`src/rtl/cpu_log_pkg.sv`:
```
`default_nettype none
// +----------------------------------------------------------------------------+
// | cpu_log_pkg: ASCII constants, emitter state encoding and record kinds      |
// | Revision: 1.0                                                              |
// +----------------------------------------------------------------------------+
package cpu_log_pkg;

  localparam logic [7:0] CH_CARET  = 8'h5e;
  localparam logic [7:0] CH_AT     = 8'h40;
  localparam logic [7:0] CH_COLON  = 8'h3a;
  localparam logic [7:0] CH_SPACE  = 8'h20;
  localparam logic [7:0] CH_DOLLAR = 8'h24;
  localparam logic [7:0] CH_STAR   = 8'h2a;
  localparam logic [7:0] CH_LT     = 8'h3c;
  localparam logic [7:0] CH_EQ     = 8'h3d;
  localparam logic [7:0] CH_HASH   = 8'h23;

  // Record kinds are shared with the downstream checker.
  localparam logic [1:0] REC_NONE = 2'd0;
  localparam logic [1:0] REC_REG  = 2'd1;
  localparam logic [1:0] REC_MEM  = 2'd2;

  typedef enum logic [4:0] {
    ST_IDLE   = 5'd0,
    ST_CARET  = 5'd1,
    ST_TIME   = 5'd2,
    ST_AT     = 5'd3,
    ST_PC     = 5'd4,
    ST_COLON  = 5'd5,
    ST_SP0    = 5'd6,
    ST_SIGIL  = 5'd7,
    ST_REGNUM = 5'd8,
    ST_ADDR   = 5'd9,
    ST_SP1    = 5'd10,
    ST_LT     = 5'd11,
    ST_EQ     = 5'd12,
    ST_SP2    = 5'd13,
    ST_DATA   = 5'd14,
    ST_HASH   = 5'd15,
    ST_GAP    = 5'd16
  } state_t;

  function automatic logic bcd_invalid(input logic [15:0] t);
    return (t[15:12] > 4'd9) || (t[11:8] > 4'd9) || (t[7:4] > 4'd9) || (t[3:0] > 4'd9);
  endfunction

  // Index of the most significant nonzero BCD digit; digit 0 when all are zero.
  function automatic logic [3:0] time_first_digit(input logic [15:0] t);
    if (t[15:12] != 4'd0)    return 4'd3;
    else if (t[11:8] != 4'd0) return 4'd2;
    else if (t[7:4] != 4'd0)  return 4'd1;
    else                      return 4'd0;
  endfunction

endpackage
`default_nettype wire

```
`src/rtl/cpu_log_emitter_if.sv`:
```
`default_nettype none
// +----------------------------------------------------------------------------+
// | cpu_log_emitter_if: write-back event handshake into the log emitter        |
// | Revision: 1.0                                                              |
// +----------------------------------------------------------------------------+
interface cpu_log_emitter_if;
  logic        in_valid;
  logic        in_ready;
  logic        in_kind;
  logic [15:0] in_time;
  logic [31:0] in_pc;
  logic [31:0] in_dst;
  logic [31:0] in_data;

  modport master (output in_valid, in_kind, in_time, in_pc, in_dst, in_data, input in_ready);
  modport slave  (input in_valid, in_kind, in_time, in_pc, in_dst, in_data, output in_ready);
endinterface
`default_nettype wire

```
`src/rtl/nibble_to_ascii.sv`:
```
`default_nettype none
// +----------------------------------------------------------------------------+
// | nibble_to_ascii: 4-bit value to '0'-'9' / 'a'-'f'                           |
// | Revision: 1.0                                                              |
// +----------------------------------------------------------------------------+
module nibble_to_ascii (
  input  wire logic [3:0] i_nibble,
  output logic      [7:0] o_ascii
);
  assign o_ascii = (i_nibble < 4'd10) ? (8'h30 + {4'h0, i_nibble})
                                      : (8'h57 + {4'h0, i_nibble});
endmodule
`default_nettype wire

```
`src/rtl/cpu_log_emitter.sv`:
```
`default_nettype none
// +----------------------------------------------------------------------------+
// | cpu_log_emitter: serialises register/memory write-back events into ASCII   |
// | log lines, one character per clock. Revision: 1.0                          |
// +----------------------------------------------------------------------------+
module cpu_log_emitter
  import cpu_log_pkg::*;
#(
  parameter logic [7:0]  IDLE_CHAR = 8'h20,
  parameter int unsigned GAP       = 0
) (
  input  wire logic        clk,
  input  wire logic        reset,
  cpu_log_emitter_if.slave bus,
  output logic      [7:0]  char,
  output logic             char_valid,
  output logic      [1:0]  rec_type,
  output logic             err
);

  localparam logic [3:0] C_GAP_LOAD = (GAP > 0) ? 4'(GAP - 1) : 4'd0;

  state_t      r_state, w_state_nxt;
  logic [3:0]  r_cnt, w_cnt_nxt;
  logic        r_kind, r_bad;
  logic [15:0] r_time;
  logic [31:0] r_pc, r_dst, r_data;

  logic        w_accept, w_bad_nxt;
  logic [4:0]  w_reg;
  logic [3:0]  w_tens, w_ones, w_nib;
  logic [7:0]  w_nib_ascii, w_char_nxt;
  logic        w_valid_nxt, w_err_nxt;
  logic [1:0]  w_rec_nxt;

  assign bus.in_ready = (r_state == ST_IDLE);
  assign w_accept     = bus.in_valid && (r_state == ST_IDLE);
  assign w_bad_nxt    = w_accept ? bcd_invalid(bus.in_time) : r_bad;

  always_ff @(posedge clk or negedge reset) begin
    if (!reset) begin
      r_state <= ST_IDLE;
      r_cnt   <= 4'd0;
    end else begin
      r_state <= w_state_nxt;
      r_cnt   <= w_cnt_nxt;
    end
  end

  always_ff @(posedge clk or negedge reset) begin
    if (!reset) begin
      r_kind <= 1'b0;
      r_bad  <= 1'b0;
      r_time <= 16'd0;
      r_pc   <= 32'd0;
      r_dst  <= 32'd0;
      r_data <= 32'd0;
    end else if (w_accept) begin
      r_kind <= bus.in_kind;
      r_bad  <= bcd_invalid(bus.in_time);
      r_time <= bus.in_time;
      r_pc   <= bus.in_pc;
      r_dst  <= bus.in_dst;
      r_data <= bus.in_data;
    end
  end

  // Register number to two decimal digits by threshold compare and subtract.
  assign w_reg = r_dst[4:0];
  always_comb begin
    if (w_reg >= 5'd30) begin
      w_tens = 4'd3;
      w_ones = 4'(w_reg - 5'd30);
    end else if (w_reg >= 5'd20) begin
      w_tens = 4'd2;
      w_ones = 4'(w_reg - 5'd20);
    end else if (w_reg >= 5'd10) begin
      w_tens = 4'd1;
      w_ones = 4'(w_reg - 5'd10);
    end else begin
      w_tens = 4'd0;
      w_ones = w_reg[3:0];
    end
  end

  always_comb begin
    w_state_nxt = r_state;
    w_cnt_nxt   = r_cnt;
    case (r_state)
      ST_IDLE:  if (w_accept) w_state_nxt = ST_CARET;
      ST_CARET: begin
        if (r_bad) begin
          w_state_nxt = ST_IDLE;
        end else begin
          w_state_nxt = ST_TIME;
          w_cnt_nxt   = time_first_digit(r_time);
        end
      end
      ST_TIME:  if (r_cnt == 4'd0) w_state_nxt = ST_AT; else w_cnt_nxt = r_cnt - 4'd1;
      ST_AT: begin
        w_state_nxt = ST_PC;
        w_cnt_nxt   = 4'd7;
      end
      ST_PC:    if (r_cnt == 4'd0) w_state_nxt = ST_COLON; else w_cnt_nxt = r_cnt - 4'd1;
      ST_COLON: w_state_nxt = ST_SP0;
      ST_SP0:   w_state_nxt = ST_SIGIL;
      ST_SIGIL: begin
        if (r_kind) begin
          w_state_nxt = ST_ADDR;
          w_cnt_nxt   = 4'd7;
        end else begin
          w_state_nxt = ST_REGNUM;
          w_cnt_nxt   = (w_tens != 4'd0) ? 4'd1 : 4'd0;
        end
      end
      ST_REGNUM: if (r_cnt == 4'd0) w_state_nxt = ST_SP1; else w_cnt_nxt = r_cnt - 4'd1;
      ST_ADDR:   if (r_cnt == 4'd0) w_state_nxt = ST_SP1; else w_cnt_nxt = r_cnt - 4'd1;
      ST_SP1:    w_state_nxt = ST_LT;
      ST_LT:     w_state_nxt = ST_EQ;
      ST_EQ:     w_state_nxt = ST_SP2;
      ST_SP2: begin
        w_state_nxt = ST_DATA;
        w_cnt_nxt   = 4'd7;
      end
      ST_DATA:   if (r_cnt == 4'd0) w_state_nxt = ST_HASH; else w_cnt_nxt = r_cnt - 4'd1;
      ST_HASH: begin
        if (GAP > 0) begin
          w_state_nxt = ST_GAP;
          w_cnt_nxt   = C_GAP_LOAD;
        end else begin
          w_state_nxt = ST_IDLE;
        end
      end
      ST_GAP:    if (r_cnt == 4'd0) w_state_nxt = ST_IDLE; else w_cnt_nxt = r_cnt - 4'd1;
      default:   w_state_nxt = ST_IDLE;
    endcase
  end

  // Outputs are registered, so they are computed for the state being entered.
  always_comb begin
    w_nib = 4'd0;
    case (w_state_nxt)
      ST_TIME:   w_nib = r_time[{w_cnt_nxt[1:0], 2'b00} +: 4];
      ST_PC:     w_nib = r_pc[{w_cnt_nxt[2:0], 2'b00} +: 4];
      ST_ADDR:   w_nib = r_dst[{w_cnt_nxt[2:0], 2'b00} +: 4];
      ST_DATA:   w_nib = r_data[{w_cnt_nxt[2:0], 2'b00} +: 4];
      ST_REGNUM: w_nib = (w_cnt_nxt == 4'd1) ? w_tens : w_ones;
      default:   w_nib = 4'd0;
    endcase
  end

  nibble_to_ascii u_nib (
    .i_nibble (w_nib),
    .o_ascii  (w_nib_ascii)
  );

  always_comb begin
    w_char_nxt  = IDLE_CHAR;
    w_valid_nxt = 1'b1;
    w_rec_nxt   = REC_NONE;
    w_err_nxt   = 1'b0;
    case (w_state_nxt)
      ST_IDLE, ST_GAP: w_valid_nxt = 1'b0;
      ST_CARET: begin
        if (w_bad_nxt) begin
          w_valid_nxt = 1'b0;
          w_err_nxt   = 1'b1;
        end else begin
          w_char_nxt  = CH_CARET;
        end
      end
      ST_TIME, ST_PC, ST_REGNUM, ST_ADDR, ST_DATA: w_char_nxt = w_nib_ascii;
      ST_AT:                   w_char_nxt = CH_AT;
      ST_COLON:                w_char_nxt = CH_COLON;
      ST_SP0, ST_SP1, ST_SP2:  w_char_nxt = CH_SPACE;
      ST_SIGIL:                w_char_nxt = r_kind ? CH_STAR : CH_DOLLAR;
      ST_LT:                   w_char_nxt = CH_LT;
      ST_EQ:                   w_char_nxt = CH_EQ;
      ST_HASH: begin
        w_char_nxt = CH_HASH;
        w_rec_nxt  = r_kind ? REC_MEM : REC_REG;
      end
      default:                 w_valid_nxt = 1'b0;
    endcase
  end

  always_ff @(posedge clk or negedge reset) begin
    if (!reset) begin
      char       <= IDLE_CHAR;
      char_valid <= 1'b0;
      rec_type   <= REC_NONE;
      err        <= 1'b0;
    end else begin
      char       <= w_char_nxt;
      char_valid <= w_valid_nxt;
      rec_type   <= w_rec_nxt;
      err        <= w_err_nxt;
    end
  end

endmodule
`default_nettype wire

```
`src/flat_wrapper.sv`:
```
// flat-port wrapper written by rule: the top's interface ports become plain ports
module cpu_log_emitter_flat import cpu_log_pkg::*;
#(
  parameter logic [7:0]  IDLE_CHAR = 8'h20,
  parameter int unsigned GAP       = 0
)
  (clk, reset, char, char_valid, rec_type, err, bus_in_valid, bus_in_kind, bus_in_time, bus_in_pc, bus_in_dst, bus_in_data, bus_in_ready);
  cpu_log_emitter_if bus_i ();
  input  wire logic clk;
  input  wire logic reset;
  output logic      [7:0] char;
  output logic char_valid;
  output logic      [1:0] rec_type;
  output logic err;
  input wire logic [$bits(bus_i.in_valid)-1:0] bus_in_valid;
  input wire logic [$bits(bus_i.in_kind)-1:0] bus_in_kind;
  input wire logic [$bits(bus_i.in_time)-1:0] bus_in_time;
  input wire logic [$bits(bus_i.in_pc)-1:0] bus_in_pc;
  input wire logic [$bits(bus_i.in_dst)-1:0] bus_in_dst;
  input wire logic [$bits(bus_i.in_data)-1:0] bus_in_data;
  output wire logic [$bits(bus_i.in_ready)-1:0] bus_in_ready;
  assign bus_i.in_valid = bus_in_valid;
  assign bus_i.in_kind = bus_in_kind;
  assign bus_i.in_time = bus_in_time;
  assign bus_i.in_pc = bus_in_pc;
  assign bus_i.in_dst = bus_in_dst;
  assign bus_i.in_data = bus_in_data;
  assign bus_in_ready = bus_i.in_ready;
  cpu_log_emitter #(.IDLE_CHAR(IDLE_CHAR), .GAP(GAP)) u_core (.clk(clk), .reset(reset), .bus(bus_i), .char(char), .char_valid(char_valid), .rec_type(rec_type), .err(err));
endmodule
```
`config.mk`:
```
export PLATFORM = sky130hd
export DESIGN_NAME = cpu_log_emitter_flat
export DESIGN_NICKNAME = d
export VERILOG_FILES = /design/src/rtl/cpu_log_pkg.sv /design/src/rtl/cpu_log_emitter_if.sv /design/src/rtl/nibble_to_ascii.sv /design/src/rtl/cpu_log_emitter.sv /design/src/flat_wrapper.sv
export SDC_FILE = /design/constraint.sdc
export NUM_CORES = 1
export LEC_CHECK = 0
export BUFFER_PORTS_ARGS = -buffer_cell sky130_fd_sc_hd__buf_2
export CORE_ASPECT_RATIO = 1.2
export CORE_MARGIN = 2
export CORE_UTILIZATION = 45
export DETAILED_ROUTE_END_ITERATION = 7
export PLACE_DENSITY = 0.78
export SLEW_MARGIN = 20
export SYNTH_ARGS = -nofsm -noshare
export SYNTH_HDL_FRONTEND = slang
export SYNTH_SLANG_ARGS = --single-unit
```
`constraint.sdc`:
```
create_clock -name clk -period 5.2 [get_ports clk]
set_input_delay 0.78 -clock clk [delete_from_list [all_inputs] [get_ports clk]]
set_output_delay 0.78 -clock clk [all_outputs]
set_load 0.1 [all_outputs]
```
==> reports/metrics.csv, run 1 <==
stage,metric,value,unit
clock_tree,clk buf depth,2,
logic_synthesis,Mapped Avg Cell Area,11.60,sq um
floorplan,Die Ht,141.1,microns
layout,Inserted Diodes,0,
sta,final worst slack,693.9,ps
worst_setup_path,worst r2r src,u_core.r_dst[2]$_DFFE_PN0P_,
routing,wire per inst,18.16,microns
floorplan,Die X,118.3,microns
layout,# nets final,843,
power_and_ir_drop,clock network fraction of total power,0.186,
floorplan,Core ar.,15450,sq um
placed_design,Setup WS pre-CTS,717.1,ps
power_and_ir_drop,Pleak,3.805,nW
sta,Final Max Tran Viols,0,
sta,maximum clock rate,0.2219,GHz
worst_setup_path,Worst Path Max Fanout,22,
sta,Final Setup Violations,0,
logic_synthesis,Post-Syn Nets,730,
worst_setup_path,critical path class,reg2reg,
grt,total track usage,0.2110,
grt,Overflow after GRT,0,
clock_tree,Root Driver,clkbuf_16,
layout,layout cell share with drive strength beyond 1,0.4128,
clock_tree,Clock Latency Late Sink,420,ps
worst_setup_path,endpoint type of the worst setup path,register,
floorplan,Placement Rows,50,
worst_setup_path,R2R depth,15,
grt,largest net degree at the start of global routing,88,
logic_synthesis,Async SR Flop Fraction,1.000,
routing,initial drt markers,301,
grt,vias in the first global route,5366,
clock_tree,CTS tree,yes,
power_and_ir_drop,Net Sw Frac,0.4186,
logic_synthesis,Cells after Synth,608,
worst_setup_path,RR Endpoint,u_core.char[1]$_DFF_PN0_,
sta,Clock Skew,5.326,ps
layout,final instance area,8411,sq um
routing,antenna-violating nets left,0,
placed_design,number of I/O port buffers,127,
routing,drt pass-1 iters,5,
hold_path,Min-Delay Path Class,in2async,
logic_synthesis,sequential area share after synthesis,0.4758,
logic_synthesis,Synth Flop Type,dfrtp_1,
sta,worst rel slew slack,0.2818,
floorplan,Initial Util,0.4563,
power_and_ir_drop,Net Switching,2.710,mW
layout,Post-Layout Cell Count,942,
power_and_ir_drop,sequential power share,0.309,
routing,wl on met1,7171,microns
flow_run,Max Cap Viol,0,
logic_synthesis,Syn Std Cell Area,7051,sq um
routing,met2 WL,8718,microns
routing,DRC viols,0,
grt,first-pass GRT wire length,27860,microns
sta,Final Hold Viols,0,
worst_setup_path,"Data required, critical path",5560,ps
clock_tree,Sink Count,134,
routing,vias per cell,5.640,
worst_setup_path,CP startpoint kind,register,
clock_tree,postcts setup bufs,0,
logic_synthesis,post-synth cell types,74,
floorplan,die area,16690,sq um
sta,setup tns final,0,ps
placed_design,routability cong.,0.8867,
routing,met3 WL,769,microns
power_and_ir_drop,maximum vdd drop,0.0003603,V
power_and_ir_drop,Logic pwr share,0.506,
grt,initial antenna violation count,0,
routing,Vias,5313,
clock_tree,CTS H-tree lvls,4,
outcome,outcome,finished clean,
sta,RSZ-0062 raised after global routing,false,
clock_tree,# hold bufs at CTS,0,
power_and_ir_drop,Pint,3.763,mW
placed_design,Placed Instances,910,
sta,post-route minimum period,4506,ps
layout,FILL cells,1338,
placed_design,placed inst area,7820,sq um
sta,worst slew pin tran,1077,ps
floorplan,I/O Pins,129,
layout,Syn-to-layout area delta,19.29,%
logic_synthesis,Seq cells post-synth,134,
sta,"Period Utilization, post-route",0.8666,
routing,Routed WL,17100,microns
routing,top routing layer in use,met4,
worst_setup_path,"Arr. time, crit path",4860,ps
clock_tree,post-cts repair resize count,0,
clock_tree,cts bufs inserted,17,
logic_synthesis,"EDFF count, synth",0,
power_and_ir_drop,PD cells,769.7,nW/um^2
placed_design,DPL Wire Length,12330,microns
logic_synthesis,synthesis warning total,0,
worst_setup_path,r2r setup slk,690,ps
clock_tree,register clock-pin slew on the reported worst setup and hold paths,60,ps
==> metal layers <==
layer	vias to the layer above	global-route usage
met3	38	0.04207
met1	2638	0.2643
met5	-	0
met4	0	0.08370
li1	2471	-
met2	166	0.3590
==> kinds of logic (layout without fill, tap and decap cells) <==
group	Yosys count	in the layout	share of synthesized area
other	1	1	0.0005319
DFF	134	134	0.4758
muxes	138	138	0.2167
AOI/OAI and AO/OA	124	124	0.1379
buffers and inverters	52	178	0.03372
xor gates and xnor gates	5	5	0.006211
and+or+nand+nor	148	148	0.1185
adders and majority gates	6	6	0.01065
==> final cells by class <==
type	count	area [sq um]	share of cell area
Timing Repair Buffer	133	686.9	0.08167
Tap cell	208	260.3	0.03094
Sequential cell	134	3354	0.3988
Clock inverter	13	147.6	0.01755
Inverter	13	48.80	0.005802
Clock buffer	19	442.9	0.05266
Multi-Input combinational cell	422	3470	0.4125
==> critical path, cell delays in order, from the launching register on <==
cell,delay [ps]
dfrtp_1,450
inv_1,130
ha_1,200
inv_1,50
a221oi_1,700
o32a_1,280
o21a_1,110
a21o_1,450
inv_1,480
mux2i_1,220
mux2i_1,160
o22ai_1,80
a221oi_1,450
ha_1,330
o21ai_0,190
a211o_1,160
==> Yosys cell counts, types with 4 or more instances <==
cell type	instances	share of area
buf_1	8	0.0043
nor3_1	4	0.0028
o211ai_1	8	0.0085
a221o_1	9	0.013
nor2_1	23	0.012
dfrtp_1	133	0.47
a21oi_1	18	0.013
nor4_1	4	0.0035
and2_1	31	0.028
a221oi_1	23	0.029
nand2b_1	8	0.0071
nand3_1	12	0.0085
inv_1	11	0.0059
buf_2	13	0.0092
a31oi_1	4	0.0035
clkbuf_1	13	0.0069
nand2_1	31	0.017
mux2_2	116	0.19
ha_1	6	0.011
o21ai_0	16	0.011
xnor2_1	4	0.0050
nor2b_1	9	0.0080
mux2i_1	21	0.030
a21o_1	8	0.0085
==> power by group through the flow <==
stage               combinational [mW]  clock [mW]  sequential [mW]
floorplan                         2.55           0             1.95
global placement                  3.19           0             1.98
detailed placement                3.25           0             2.00
CTS                               3.27        1.21             1.99
global route                      3.57        1.27             2.06
finish                            3.27        1.20             2.00
==> stage by stage <==
stage	power (mW)	util	hold slack, ps
detailed placement	5.246	0.5061	486.8
finish	6.474	0.5443	397.8
global route	6.893	0.5443	463.9
global placement	5.171	0.5061	481.0
floorplan	4.500	-	470.6
CTS	6.474	0.5443	443.8
==> sequential cells by signal, indices dropped and copies added, names as in the netlist, 2 cells and up <==
name	flops
u_core.r_data	32
u_core.char	7
u_core.r_pc	32
u_core.rec_type	2
u_core.r_dst	32
u_core.r_time	16
u_core.r_cnt	4
u_core.r_state	5
==> how the worst max path moves through the flow <==
stage | startpoint | endpoint | slack (ps) | cells after the start
6_report | u_core.r_dst[2]$_DFFE_PN0P_ | u_core.char[1]$_DFF_PN0_ | 690 | 15
5_1_grt | u_core.r_dst[1]$_DFFE_PN0P_ | u_core.char[1]$_DFF_PN0_ | 370 | 14
4_1_cts | u_core.r_dst[1]$_DFFE_PN0P_ | u_core.char[1]$_DFF_PN0_ | 690 | 14
3_5_place_dp | u_core.r_dst[1]$_DFFE_PN0P_ | u_core.char[1]$_DFF_PN0_ | 720 | 14
3_3_place_gp | u_core.r_dst[2]$_DFFE_PN0P_ | u_core.char[1]$_DFF_PN0_ | 890 | 14
2_1_floorplan | u_core.r_state[3]$_DFF_PN0_ | u_core.char[1]$_DFF_PN0_ | 1610 | 12
==> cell usage in the layout, fill, tap and decap left out, types with 4 or more instances in the layout <==
cell type / count
dfrtp_1: 133
buf_2: 126
mux2_2: 116
and2_1: 31
nand2_1: 30
nor2_1: 23
a221oi_1: 23
mux2i_1: 21
a21oi_1: 17
clkbuf_16: 17
o21ai_0: 16
nand3_1: 12
inv_1: 11
nor2b_1: 9
a221o_1: 9
nand2b_1: 8
o211ai_1: 8
a21o_1: 8
ha_1: 6
buf_4: 6
xnor2_1: 4
nor4_1: 4
nor3_1: 4
a31oi_1: 4
Power figures use the tool's default switching activity.
==> inputs of run 2 (changes only) <==
- RECOVER_POWER: not set -> 50
==> run 2 against run 1 <==
The run now ends with capacitance limit, slew limit left. Non-clock buffer count stayed put. Maximum frequency is 0.13% higher. Clock skew is 0.78 ps higher. Count of clock-buffer cells in the layout stayed put. Critical endpoint unchanged.
==> reports/metrics.csv, run 2 (synthesized netlist as in run 1, its figures left out) <==
stage,metric,value,unit,change
outcome,outcome,"complete, but fails checks",,was finished clean
outcome,failing checks,"capacitance limit, slew limit",,
routing,DRC viols,0,,unchanged
sta,Clock Skew,6.109,ps,was 5.326 ps
layout,FILL cells,1339,,"was 1,338"
routing,vias per cell,5.663,,was 5.640
layout,FF/Latch Area,3354,sq um,unchanged
worst_setup_path,critical path class,reg2reg,,unchanged
routing,Vias,5335,,"was 5,313"
layout,Syn-to-layout area delta,19.17,%,was 19.29%
layout,"commonest non-fill, non-tap cell in the layout",dfrtp_1,,unchanged
worst_setup_path,CP startpoint kind,register,,unchanged
flow_run,Max Cap Viol,1,,was 0
sta,Final Setup Violations,0,,unchanged
worst_setup_path,Worst Path Max Fanout,22,,unchanged
grt,total track usage,0.2110,,unchanged
floorplan,die area,16690,sq um,unchanged
hold_path,Min-Delay Path Class,reg2reg,,was in2async
sta,post-route minimum period,4500,ps,was 4506 ps
clock_tree,clk buf depth,2,,unchanged
worst_setup_path,r2r setup slk,700,ps,was 690 ps
grt,Overflow after GRT,0,,unchanged
power_and_ir_drop,Pwr Total,6.471,mW,was 6.474 mW
floorplan,Core ar.,15450,sq um,unchanged
floorplan,I/O Pins,129,,unchanged
sta,worst slew pin tran,3758,ps,was 1077 ps
sta,"Period Utilization, post-route",0.8654,,was 0.8666
routing,initial drt markers,283,,was 301
placed_design,DPL Wire Length,12330,microns,unchanged
sta,Final Max Tran Viols,88,,was 0
floorplan,Die X,118.3,microns,unchanged
placed_design,number of I/O port buffers,127,,unchanged
power_and_ir_drop,maximum vdd drop,0.0003607,V,was 0.0003603 V
clock_tree,# hold bufs at CTS,0,,unchanged
clock_tree,Clock Latency Late Sink,420,ps,about the same
clock_tree,CTS H-tree lvls,4,,unchanged
grt,vias in the first global route,5366,,unchanged
layout,post-layout util,0.5437,,was 0.5443
placed_design,routability cong.,0.8867,,unchanged
clock_tree,cts bufs inserted,17,,unchanged
clock_tree,register clock-pin slew on the reported worst setup and hold paths,60,ps,about the same
routing,antenna-violating nets left,0,,unchanged
layout,final instance area,8402,sq um,was 8411 sq um
placed_design,placed inst area,7820,sq um,unchanged
floorplan,Initial Util,0.4563,,unchanged
sta,RSZ-0062 raised after global routing,false,,unchanged
sta,maximum clock rate,0.2222,GHz,was 0.2219 GHz
floorplan,Placement Rows,50,,unchanged
layout,multi-input logic area,3463,sq um,was 3470 sq um
routing,wire per inst,18.16,microns,about the same
placed_design,Setup WS pre-CTS,717.1,ps,unchanged
layout,most frequent cells in the layout,"133 x dfrtp_1, 126 x buf_2, 115 x mux2_2",,"was 133 x dfrtp_1, 126 x buf_2, 116 x mux2_2"
layout,# nets final,843,,unchanged
clock_tree,post-cts repair resize count,0,,unchanged
sta,setup tns final,0,ps,unchanged
grt,initial antenna violation count,0,,unchanged
layout,Top Registers,"u_core.r_data x32, u_core.r_dst x32, u_core.r_pc x32",,unchanged
worst_setup_path,endpoint type of the worst setup path,register,,unchanged
worst_setup_path,"Data required, critical path",5560,ps,about the same
grt,largest net degree at the start of global routing,88,,unchanged
sta,Final Hold Viols,0,,unchanged
sta,final worst slack,699.8,ps,was 693.9 ps
clock_tree,Root Driver,clkbuf_16,,unchanged
power_and_ir_drop,PD cells,770.2,nW/um^2,was 769.7 nW/um^2
routing,drt pass-1 iters,5,,unchanged
clock_tree,postcts setup bufs,0,,unchanged
routing,Routed WL,17110,microns,"was 17,100 microns"
sta,worst rel slew slack,-1.505,,was 0.2818
clock_tree,Sink Count,134,,unchanged
layout,layout cell share with drive strength beyond 1,0.4087,,was 0.4128
layout,Inserted Diodes,0,,unchanged
grt,first-pass GRT wire length,27860,microns,unchanged
clock_tree,CTS tree,yes,,unchanged
worst_setup_path,"Arr. time, crit path",4860,ps,about the same
power_and_ir_drop,Pleak,3.802,nW,was 3.805 nW
floorplan,Die Ht,141.1,microns,unchanged
## run 2: changes by cell type in the layout (fill, tap and decap cells not counted)
| cell | delta |
|---|---|
| nor4_2 | -1 |
| buf_6 | -1 |
| mux2_2 | -1 |
| nor4_1 | +1 |
| and2_1 | -1 |
| mux2_1 | +1 |
| and2_0 | +1 |
| dlygate4sd2_1 | +1 |
## run 2: path summary, 6_finish.rpt
| path | startpoint | endpoint | cells after the start |
|---|---|---|---|
| setup / recovery | u_core.r_dst[2]$_DFFE_PN0P_ | u_core.char[1]$_DFF_PN0_ | 15 |
| setup reg to reg | u_core.r_dst[2]$_DFFE_PN0P_ | u_core.char[1]$_DFF_PN0_ | 15 |
| hold reg to reg | u_core.r_dst[30]$_DFFE_PN0P_ | u_core.r_dst[30]$_DFFE_PN0P_ | 1 |
| max in group asynchronous | reset | u_core.r_dst[30]$_DFFE_PN0P_ | 2 |
| hold / removal | u_core.r_dst[30]$_DFFE_PN0P_ | u_core.r_dst[30]$_DFFE_PN0P_ | 1 |
| min in group asynchronous | reset | u_core.rec_type[0]$_DFF_PN0_ | 1 |
## run 2: critical path: stages, from the launching register on
cell      delay, ps
dfrtp_1         450
inv_1           130
ha_1            200
inv_1            50
a221oi_1        710
o32a_1          280
o21a_1          110
a21o_1          460
inv_1           480
mux2i_1         220
mux2i_1         160
o22ai_1          80
a221oi_1        440
ha_1            330
o21ai_0         180
a211o_1         160
## run 2: stage by stage
step                      std cells  hold WS (ps)
after global routing            942         510.1
after detailed placement        910         486.8
after floorplan                 608         470.6
after CTS                       942         443.8
final                           942         496.5
after global placement          910         481.0
## run 2: area by class of cell
cell class,instances,area share
sequential,134,0.3993
clock buffer,19,0.05272
multi-input combinational,422,0.4122
tap,208,0.03098
clock inverter,13,0.01757
inverter,13,0.005808
timing repair buffer,133,0.08146
## run 2: routing by layer
layer  vias up  global-route usage  wire (microns)
li1       2476                   -               -
met1      2653              0.2643            7102
met2       170              0.3590            8757
met3        36             0.04207             806
met4         0             0.08370             445
met5         -                   0               0
## run 2: where the power goes
group | leakage (nW) | internal [mW] | switching, mW
Combinational | 1.92 | 1.47 | 1.80
Clock | 0.282 | 0.725 | 0.477
Sequential | 1.60 | 1.57 | 0.431
